$ cat config.mk
export PLATFORM = sky130hd
export DESIGN_NAME = median_window_filter
export DESIGN_NICKNAME = d
export VERILOG_FILES = /design/src/rtl/median_window_filter.sv
export SDC_FILE = /design/constraint.sdc
export NUM_CORES = 1
export LEC_CHECK = 0
export ABC_AREA = 1
export BUFFER_PORTS_ARGS = -buffer_cell sky130_fd_sc_hd__buf_2
export CAP_MARGIN = 5
export CORE_ASPECT_RATIO = 1.25
export CORE_MARGIN = 3
export CORE_UTILIZATION = 60
export DETAILED_ROUTE_END_ITERATION = 8
export PLACE_DENSITY = 0.8
export REMOVE_ABC_BUFFERS = 1
export SETUP_SLACK_MARGIN = 0.1
export SLEW_MARGIN = 20
export SYNTH_ARGS = -nofsm -noshare
export SYNTH_HDL_FRONTEND = slang
export SYNTH_SLANG_ARGS = --single-unit
$ cat constraint.sdc
create_clock -name clk -period 1.94 [get_ports clk]
set_input_delay 0.291 -clock clk [delete_from_list [all_inputs] [get_ports clk]]
set_output_delay 0.291 -clock clk [all_outputs]
set_load 0.02 [all_outputs]
$ cat src/rtl/median_window_filter.sv
// Sliding-window median filter: keeps the last WIN samples and sorts them by odd-even transposition, one pass per cycle.
// Optional MEDIAN_PRIME_EN: the first sample after rst/clr fills every window slot so medians start at once.
module median_window_filter #(
  parameter int DW  = 8,
  parameter int WIN = 3
) (
  input  logic          clk,
  input  logic          rst,
  input  logic          clr,
  input  logic          in_valid,
  output logic          in_ready,
  input  logic [DW-1:0] in_data,
  output logic          out_valid,
  input  logic          out_ready,
  output logic [DW-1:0] out_data,
  output logic          win_full
);
  localparam int CW = $clog2(WIN + 1);
  localparam logic [CW-1:0] WIN_C = CW'(WIN);

  localparam logic [1:0] IDLE = 2'd0;
  localparam logic [1:0] SORT = 2'd1;
  localparam logic [1:0] OUT  = 2'd2;

  if ((WIN < 3) || (WIN > 15) || ((WIN % 2) == 0)) begin : g_bad_win
    $error("median_window_filter: WIN must be odd and within 3..15");
  end

  logic [1:0]             state;
  logic [CW-1:0]          fill;
  logic [CW-1:0]          fill_nxt;
  logic [CW-1:0]          pass;
  logic [WIN-1:0][DW-1:0] win_q;
  logic [WIN-1:0][DW-1:0] win_nxt;
  logic [WIN-1:0][DW-1:0] srt_q;
  logic [WIN-1:0][DW-1:0] srt_nxt;
  logic                   accept;

  assign in_ready = (state == IDLE) && !rst && !clr;
  assign accept   = in_valid && in_ready;
  assign win_full = (fill == WIN_C);

  // Slot 0 holds the newest sample; the top slot (oldest) falls off on each accept.
  always_comb begin
    win_nxt  = {win_q[WIN-2:0], in_data};
    fill_nxt = (fill == WIN_C) ? fill : fill + 1'b1;
`ifdef MEDIAN_PRIME_EN
    if (fill == '0) begin
      win_nxt  = {WIN{in_data}};
      fill_nxt = WIN_C;
    end
`endif
  end

  // Pairs within one pass never overlap, so every exchange reads the registered array.
  always_comb begin
    srt_nxt = srt_q;
    for (int i = 0; i < WIN - 1; i++) begin
      if ((i[0] == pass[0]) && (srt_q[i] > srt_q[i+1])) begin
        srt_nxt[i]   = srt_q[i+1];
        srt_nxt[i+1] = srt_q[i];
      end
    end
  end

  always_ff @(posedge clk) begin
    if (rst) begin
      state     <= IDLE;
      fill      <= '0;
      pass      <= '0;
      win_q     <= '0;
      srt_q     <= '0;
      out_valid <= 1'b0;
      out_data  <= '0;
    end else if (clr) begin
      state     <= IDLE;
      fill      <= '0;
      win_q     <= '0;
      out_valid <= 1'b0;
    end else begin
      case (state)
        IDLE: begin
          if (accept) begin
            win_q <= win_nxt;
            fill  <= fill_nxt;
            if (fill_nxt == WIN_C) begin
              srt_q <= win_nxt;
              pass  <= '0;
              state <= SORT;
            end
          end
        end
        SORT: begin
          // WIN passes fully sort WIN values; the extra cycle registers the median.
          if (pass == WIN_C) begin
            out_data  <= srt_q[(WIN-1)/2];
            out_valid <= 1'b1;
            state     <= OUT;
          end else begin
            srt_q <= srt_nxt;
            pass  <= pass + 1'b1;
          end
        end
        OUT: begin
          if (out_ready) begin
            out_valid <= 1'b0;
            state     <= IDLE;
          end
        end
        default: state <= IDLE;
      endcase
    end
  end

endmodule

==> results.tsv, run 1 <==
stage	metric	value	unit
run_status	status	finished with violations	
run_status	violations	setup timing	
sta	setup_viol	1	
clock_network	clk_pin_slew	0.10	ns
logic_synthesis	synth_compound_area_share	14.88	%
setup_path	endpoint	srt_q[13]$_SDFFE_PP0P_	
run	maxCapViolCount	0	
grt	busiest_layer	met2	
setup_path	worstPathCellList	inv_2 > ha_1 > inv_1 > nand2_1 > nand2_1 > nand2_2 > nand2_1 > nand2_2 > nand2_4 > nand3_4 > nand3_4 > nand2_2 > nor2_1 > nor2_1	
clock_network	cts_root_buffer	clkbuf_8	
setup_path	worstPathMaxFanout	8	
logic_synthesis	yosys.area.top_type	dfxtp_1	
setup_path	cp-end-kind	register	
place	postPlaceCellArea	3223	um2
logic_synthesis	synth.most_common_cell	nand2_1	
place	hpwl	5.145	mm
setup_path	worstPathArrival	2.15	ns
route	drcViolationCount	0	
clock_network	cts_max_level	2	
setup_path	slowest_delay	0.36	ns
route	drtAntennaViolNets	0	
logic_synthesis	yosys-top-cells-area	dfxtp_1 37%, nand2_1 13%, nor2_1 7.9%	
finish	design_area	3771	um2
clock_network	cts_tree	done	
finish	final_core_util	78.57	%
route	dr.pass1.iters	5	
finish	antenna_cells	0	
floorplan	fp.dieW	69.36	um
sta	hold_violations	0	
route	wire_per_inst	17.34	um
setup_path	reg2reg_slack	-0.002	ns
route	num_vias	3160	
power	p_per_area	500.7	nW/um2
floorplan	dieArea	5909	um2
route	viasPerCell	5.907	
floorplan	pin_count	24	
logic_synthesis	synth_mux_area_share	0	%
clock_network	numCtsBuffers	5	
sta	hold_ws	0.1783	ns
sta	worstMarginPinSlew	0.4848	ns
logic_synthesis	yosysWarningCount	0	
finish	fill_cells	320	
setup_path	critPathKind	register to register	
logic_synthesis	netlist_area	3010	um2
clock_network	cts.path.max_buffers	2	
grt	grt_pass1_vias	2750	
route	wl	9.276	mm
sta	slew_violations	0	
hold_path	min_path_type	input port to register	
floorplan	core_area	4800	um2
grt	track_usage	25.79	%
route	drtIter0Drc	372	
logic_synthesis	synth_adder_area_share	7.066	%
setup_path	start_kind	register	
grt	grt_overflow_total	0	
setup_path	r2r-start	srt_q[8]$_SDFFE_PP0P_	
grt	grt_pass1_wl	12.21	mm
setup_path	rr_worst_depth	14	
logic_synthesis	synth_edf_count	0	
logic_synthesis	synth_flop_cell	dfxtp_1	
logic_synthesis	ys_async_sr_fraction	0	%
logic_synthesis	synth_cell_types	30	
setup_path	r2r-end	srt_q[13]$_SDFFE_PP0P_	
sta	setup_ws	-0.002343	ns
power	vdd_drop_max	424.8	uV
setup_path	crit_start	srt_q[8]$_SDFFE_PP0P_	
clock_network	clk_latency	0.31	ns
grt	met1_usage	28.08	%
finish	layout-drive-gt1-share	31.16	%
finish	area_growth	25.27	%
grt	antenna_found_initial	0	
grt	grt_max_degree	33	
floorplan	core.rowCount	28	
sta	period_needed	1.942	ns
logic_synthesis	ys_seq_area_share	36.58	%
floorplan	die_y	85.20	um
logic_synthesis	syn_inst	432	
floorplan	initial_core_util	62.72	%
sta	period_share	100.1	%
grt	use_met2	47.14	%
logic_synthesis	synth_area_per_cell	6.968	um2
power	power	1.888	mW
sta	skew	0.006390	ns
place	dpl_worst_slack	0.05704	ns
place	io_buffers	23	
logic_synthesis	synthXorXnorAreaFrac	0	%
clock_network	cts_sinks	55	
grt	grt_use_met3	3.910	%
logic_synthesis	synth_top_area_share	36.58	%
place	gp_congestion	0.8830	
logic_synthesis	synth-seq-cells	55	
power	p_leak	1.709	nW
finish	fin_nets	505	
logic_synthesis	synthTopCellsByCount	103 x nand2_1, 63 x nor2_1, 55 x dfxtp_1	
logic_synthesis	synth_top_family_by_area	simple AND/OR/NAND/NOR gates	
setup_path	crit_required	2.15	ns
sta	clock.fmax	514.8	MHz
sta	relSlewSlack	67.64	%
logic_synthesis	synthSimpleGateAreaFrac	32.46	%
setup_path	cp_slowest_cell	dfxtp_2	
[cells by family after synthesis]
logic type      Yosys count
buf+inv                  65
compound gates           83
flops                    55
fa+ha+maj                17
simple gates            212
[final cells by class]
cell class | instances | area, um2 | area share [%]
Multi-Input combinational cell | 312 | 1891 | 50.13
Sequential cell | 55 | 1132 | 30.03
Timing Repair Buffer | 50 | 389.1 | 10.32
Inverter | 51 | 196.4 | 5.209
Clock buffer | 6 | 82.58 | 2.190
Tap cell | 60 | 75.07 | 1.991
Clock inverter | 1 | 5.005 | 0.1327
[stage by stage]
step            TNS [ns]  cells
2_1_floorplan    -0.2297    418
3_3_place_gp           0    514
3_5_place_dp           0    514
4_1_cts                0    523
5_1_grt          -0.8731    535
6_report       -0.002343    535
[worst min path at each step]
| stage | endpoint | cells past startpoint | start | slack [ns] |
|---|---|---|---|---|
| global route | pass[1]$_SDFFE_PP0P_ | 2 | rst | 0.18 |
| finish | pass[1]$_SDFFE_PP0P_ | 2 | rst | 0.18 |
| global placement | win_nxt[22]$_SDFFE_PP0P_ | 2 | win_nxt[22]$_SDFFE_PP0P_ | 0.45 |
| detailed placement | win_nxt[20]$_SDFFE_PP0P_ | 2 | win_nxt[20]$_SDFFE_PP0P_ | 0.46 |
| CTS | pass[1]$_SDFFE_PP0P_ | 2 | rst | 0.18 |
| floorplan | pass[1]$_SDFFE_PP0P_ | 1 | rst | 0.36 |
[timing repair]
item                                    CTS  global route
resized for setup                         8            78
gates cloned                              0             2
buffers inserted                          2            10
endpoints found under the setup margin   10            24
hold endpoints to repair                  0             0
hold buffers                              0             0
pin swaps                                 4            24
[metal layers]
metal	wire, um	vias to the layer above
met1	3428	1452
li1	-	1477
met2	4529	164
met3	538	67
met5	0	-
met4	779	0
[report_power, final]
| group | switching (mW) | internal (mW) | total (mW) |
|---|---|---|---|
| combinational | 0.0662 | 0.0335 | 0.0997 |
| sequential | 0.00634 | 1.13 | 1.14 |
| clock | 0.371 | 0.281 | 0.652 |
| total | 0.444 | 1.44 | 1.89 |
[placed cells by master, fill, tap and decap left out, types with 2 or more instances in the layout]
cell / count
clkbuf_16: 2
nor2_4: 4
nand3_1: 17
ha_4: 10
nand2_1: 88
buf_12: 2
inv_4: 2
nand2_2: 15
a211oi_1: 2
nand2_4: 8
ha_1: 7
inv_1: 30
o22ai_1: 4
dfxtp_4: 6
nand4_1: 8
nor2_1: 56
nand3_4: 3
a21oi_1: 34
buf_2: 23
o21ai_1: 3
nand2_8: 2
inv_2: 19
dfxtp_2: 7
nor2_8: 2
o21ai_0: 33
clkbuf_8: 6
a21oi_2: 2
dfxtp_1: 42
buf_4: 21
nor2_2: 8
[worst max-delay path: cells and delay by family, from the launching register on]
kind / cells / cell delay [ns]
simple gates: 11 / 1.14
flops: 1 / 0.36
fa+ha+maj: 1 / 0.19
buf+inv: 2 / 0.13
[flip-flops by register name (all words and copies together), names as in the netlist]
| name | cells |
|---|---|
| state | 2 |
| pass | 2 |
| win_nxt | 16 |
| out_data | 8 |
| fill | 2 |
| srt_q | 24 |
| out_valid | 1 |
No activity file was read; power rests on OpenSTA's default activity.
==> run 2: changes to the inputs <==
Settings changed: ABC_AREA 1 to unset, CORE_UTILIZATION 60 to 59, PLACE_DENSITY 0.8 to 0.79.
==> results.tsv, run 2 <==
stage	metric	value	unit	change
floorplan	core.rowCount	27		was 28
logic_synthesis	synth_compound_area_share	18.94	%	was 14.88%
logic_synthesis	synthXorXnorAreaFrac	0	%	unchanged
finish	regMostFlops	srt_q		unchanged
sta	setup_ws	-0.2744	ns	was -0.002343 ns
run_status	violations	setup timing		unchanged
logic_synthesis	synth_area_per_cell	8.195	um2	was 6.968 um2
route	wl_met3	645	um	was 538 um
setup_path	crit_required	2.13	ns	was 2.15 ns
run_status	status	finished with violations		unchanged
place	dp_cells	461		was 514
setup_path	worstPathArrival	2.40	ns	was 2.15 ns
floorplan	pin_count	24		unchanged
logic_synthesis	synth_flop_cell	dfxtp_1		unchanged
route	viasPerCell	6.304		was 5.907
floorplan	dieArea	5784	um2	was 5909 um2
finish	largest_reg_flops	24		unchanged
sta	relSlewSlack	41.83	%	was 67.64%
route	drcViolationCount	0		unchanged
logic_synthesis	synth_top_area_share	38.06	%	was 36.58%
finish	layout_commonest_cell	nand2_1		unchanged
route	dr.pass1.iters	5		unchanged
run	maxCapViolCount	0		unchanged
route	m1WireLength	3.691	mm	was 3.428 mm
logic_synthesis	ys_async_sr_fraction	0	%	unchanged
floorplan	initial_core_util	63.43	%	was 62.72%
setup_path	start_kind	register		unchanged
logic_synthesis	syn_inst	353		was 432
logic_synthesis	synthSimpleGateAreaFrac	25.74	%	was 32.46%
floorplan	fp.dieW	68.63	um	was 69.36 um
grt	antenna_found_initial	0		unchanged
logic_synthesis	synth_adder_area_share	7.353	%	was 7.066%
finish	fin_nets	449		was 505
logic_synthesis	synth-seq-cells	55		unchanged
logic_synthesis	synth_top_family_by_area	simple AND/OR/NAND/NOR gates		unchanged
finish	final_core_util	84.01	%	was 78.57%
clock_network	clk_pin_slew	0.11	ns	was 0.10 ns
power	p_leak	1.528	nW	was 1.709 nW
route	wl	9.339	mm	was 9.276 mm
finish	design_area	3831	um2	was 3771 um2
place	postPlaceCellArea	3338	um2	was 3223 um2
clock_network	cts_sinks	55		unchanged
sta	setup_viol	24		was 1
logic_synthesis	synth_cell_types	43		was 30
place	io_buffers	23		unchanged
setup_path	cp-end-kind	register		unchanged
finish	final_cell_mix	70 x nand2_1, 46 x buf_4, 43 x dfxtp_1		was 88 x nand2_1, 56 x nor2_1, 42 x dfxtp_1
grt	grt_pass1_wl	13.46	mm	was 12.21 mm
grt	grt_pass1_vias	2862		was 2750
logic_synthesis	yosys.area.top_type	dfxtp_1		unchanged
power	power	2.005	mW	was 1.888 mW
finish	finalNonFillerCells	477		was 535
route	drtAntennaViolNets	0		unchanged
finish	area_growth	32.44	%	was 25.27%
power	p_per_area	523.4	nW/um2	was 500.7 nW/um2
sta	rsz0062_at_grt	true		
grt	grt_overflow_total	0		unchanged
place	dpl_worst_slack	-0.2797	ns	was 0.05704 ns
power	vdd_drop_max	643.0	uV	was 424.8 uV
setup_path	worstPathMaxFanout	12		was 8
logic_synthesis	synthTopCellsByCount	72 x nand2_1, 55 x dfxtp_1, 34 x a21oi_1		was 103 x nand2_1, 63 x nor2_1, 55 x dfxtp_1
logic_synthesis	synth_mux_area_share	3.114	%	was 0%
route	top_layer_used	met4		unchanged
logic_synthesis	yosys-top-cells-area	dfxtp_1 38%, nand2_1 9.3%, ha_1 7.4%		was dfxtp_1 37%, nand2_1 13%, nor2_1 7.9%
clock_network	cts_max_level	2		unchanged
grt	track_usage	30.32	%	was 25.79%
grt	grt_max_degree	44		was 33
sta	skew	0.02079	ns	was 0.006390 ns
route	wire_per_inst	19.58	um	was 17.34 um
sta	worstMarginPinSlew	0.8694	ns	was 0.4848 ns
logic_synthesis	netlist_area	2893	um2	was 3010 um2
clock_network	cts_tree	done		unchanged
logic_synthesis	synth_edf_count	0		unchanged
route	met2RoutedLength	4.582	mm	was 4.529 mm
floorplan	core_area	4561	um2	was 4800 um2
logic_synthesis	ys_seq_area_share	38.06	%	was 36.58%
route	drtIter0Drc	246		was 372
hold_path	min_path_type	input port to register		unchanged
finish	layout-drive-gt1-share	37.23	%	was 31.16%
sta	clock.fmax	451.6	MHz	was 514.8 MHz
logic_synthesis	synth.most_common_cell	nand2_1		unchanged
route	num_vias	3007		was 3160
sta	period_share	114.1	%	was 100.1%
finish	antenna_cells	0		unchanged
place	gp_congestion	0.8536		was 0.8830
setup_path	critPathKind	register to register		unchanged
logic_synthesis	yosysWarningCount	0		unchanged
floorplan	die_y	84.29	um	was 85.20 um
clock_network	cts.path.max_buffers	2		unchanged
clock_network	numCtsBuffers	5		unchanged
clock_network	cts_root_buffer	clkbuf_8		unchanged
clock_network	clk_latency	0.32	ns	was 0.31 ns
sta	period_needed	2.214	ns	was 1.942 ns
place	hpwl	5.361	mm	was 5.145 mm
sta	hold_violations	0		unchanged
sta	slew_violations	0		unchanged
-- run 2: cell count changes after synthesis, sizes merged, moves of 32 or more --
cell   previous run  this run
nand2           113        72
o21ai            37         5
nor2             70        30
inv              51        17
-- run 2: path summary, 6_finish.rpt --
check / start / end / slack [ns] / cells past startpoint
hold / removal: in_data[1] / win_nxt[9]$_SDFFE_PP0P_ / 0.17 / 3
setup reg to reg: srt_q[23]$_SDFFE_PP0P_ / srt_q[10]$_SDFFE_PP0P_ / -0.27 / 8
hold reg to reg: out_data[7]$_SDFFE_PP0P_ / out_data[7]$_SDFFE_PP0P_ / 0.46 / 2
setup / recovery: srt_q[23]$_SDFFE_PP0P_ / srt_q[10]$_SDFFE_PP0P_ / -0.27 / 8
-- run 2: worst max-delay path, cell delays in order, from the launching register on --
cell,delay [ns]
dfxtp_2,0.37
inv_2,0.05
ha_4,0.27
nand2_2,0.05
o21a_1,0.20
a21o_4,0.26
or4_1,0.54
o311ai_2,0.16
mux2i_2,0.17
-- run 2: repair_timing --
| action | in CTS | in global routing |
|---|---|---|
| pin swaps | 7 | 7 |
| hold buffers | 0 | 0 |
| setup buffers | 3 | 6 |
| endpoints found under the setup margin | 24 | 25 |
| resized for setup | 25 | 62 |
-- run 2: cells by family after synthesis --
logic type | count (synthesis)
and+or+nand+nor | 156
AOI/OAI and AO/OA | 79
DFF | 55
buffers and inverters | 37
adders and majority gates | 17
muxes | 9
-- run 2: power breakdown --
part           switching, mW  total, mW  internal (mW)
Combinational         0.0628     0.0983         0.0355
Sequential           0.00668       1.14           1.13
Clock                  0.388      0.767          0.380
-- run 2: final cells by class --
cell class | count | area (um2)
flip-flops and latches | 55 | 1124
inverters | 17 | 66.31
repair buffers | 79 | 599.3
clock buffers | 6 | 72.57
multi-input cells | 261 | 1867
clock inverters | 1 | 30.03
fillers | 243 | 729.5
well taps | 58 | 72.57
-- run 2: stage by stage --
stage / setup TNS [ns] / hold slack [ns]
2_1_floorplan: -7.124 / 0.3589
3_3_place_gp: -2.388 / 0.4383
3_5_place_dp: -4.568 / 0.4458
4_1_cts: -2.711 / 0.1744
5_1_grt: -4.602 / 0.1860
6_report: -3.012 / 0.1722
-- run 2: metal layers --
layer / up-vias / GRT usage (%)
met4: 0 / 13.20
met5: - / 0
met1: 1446 / 37.44
met3: 37 / 6.693
li1: 1380 / -
met2: 144 / 49.17
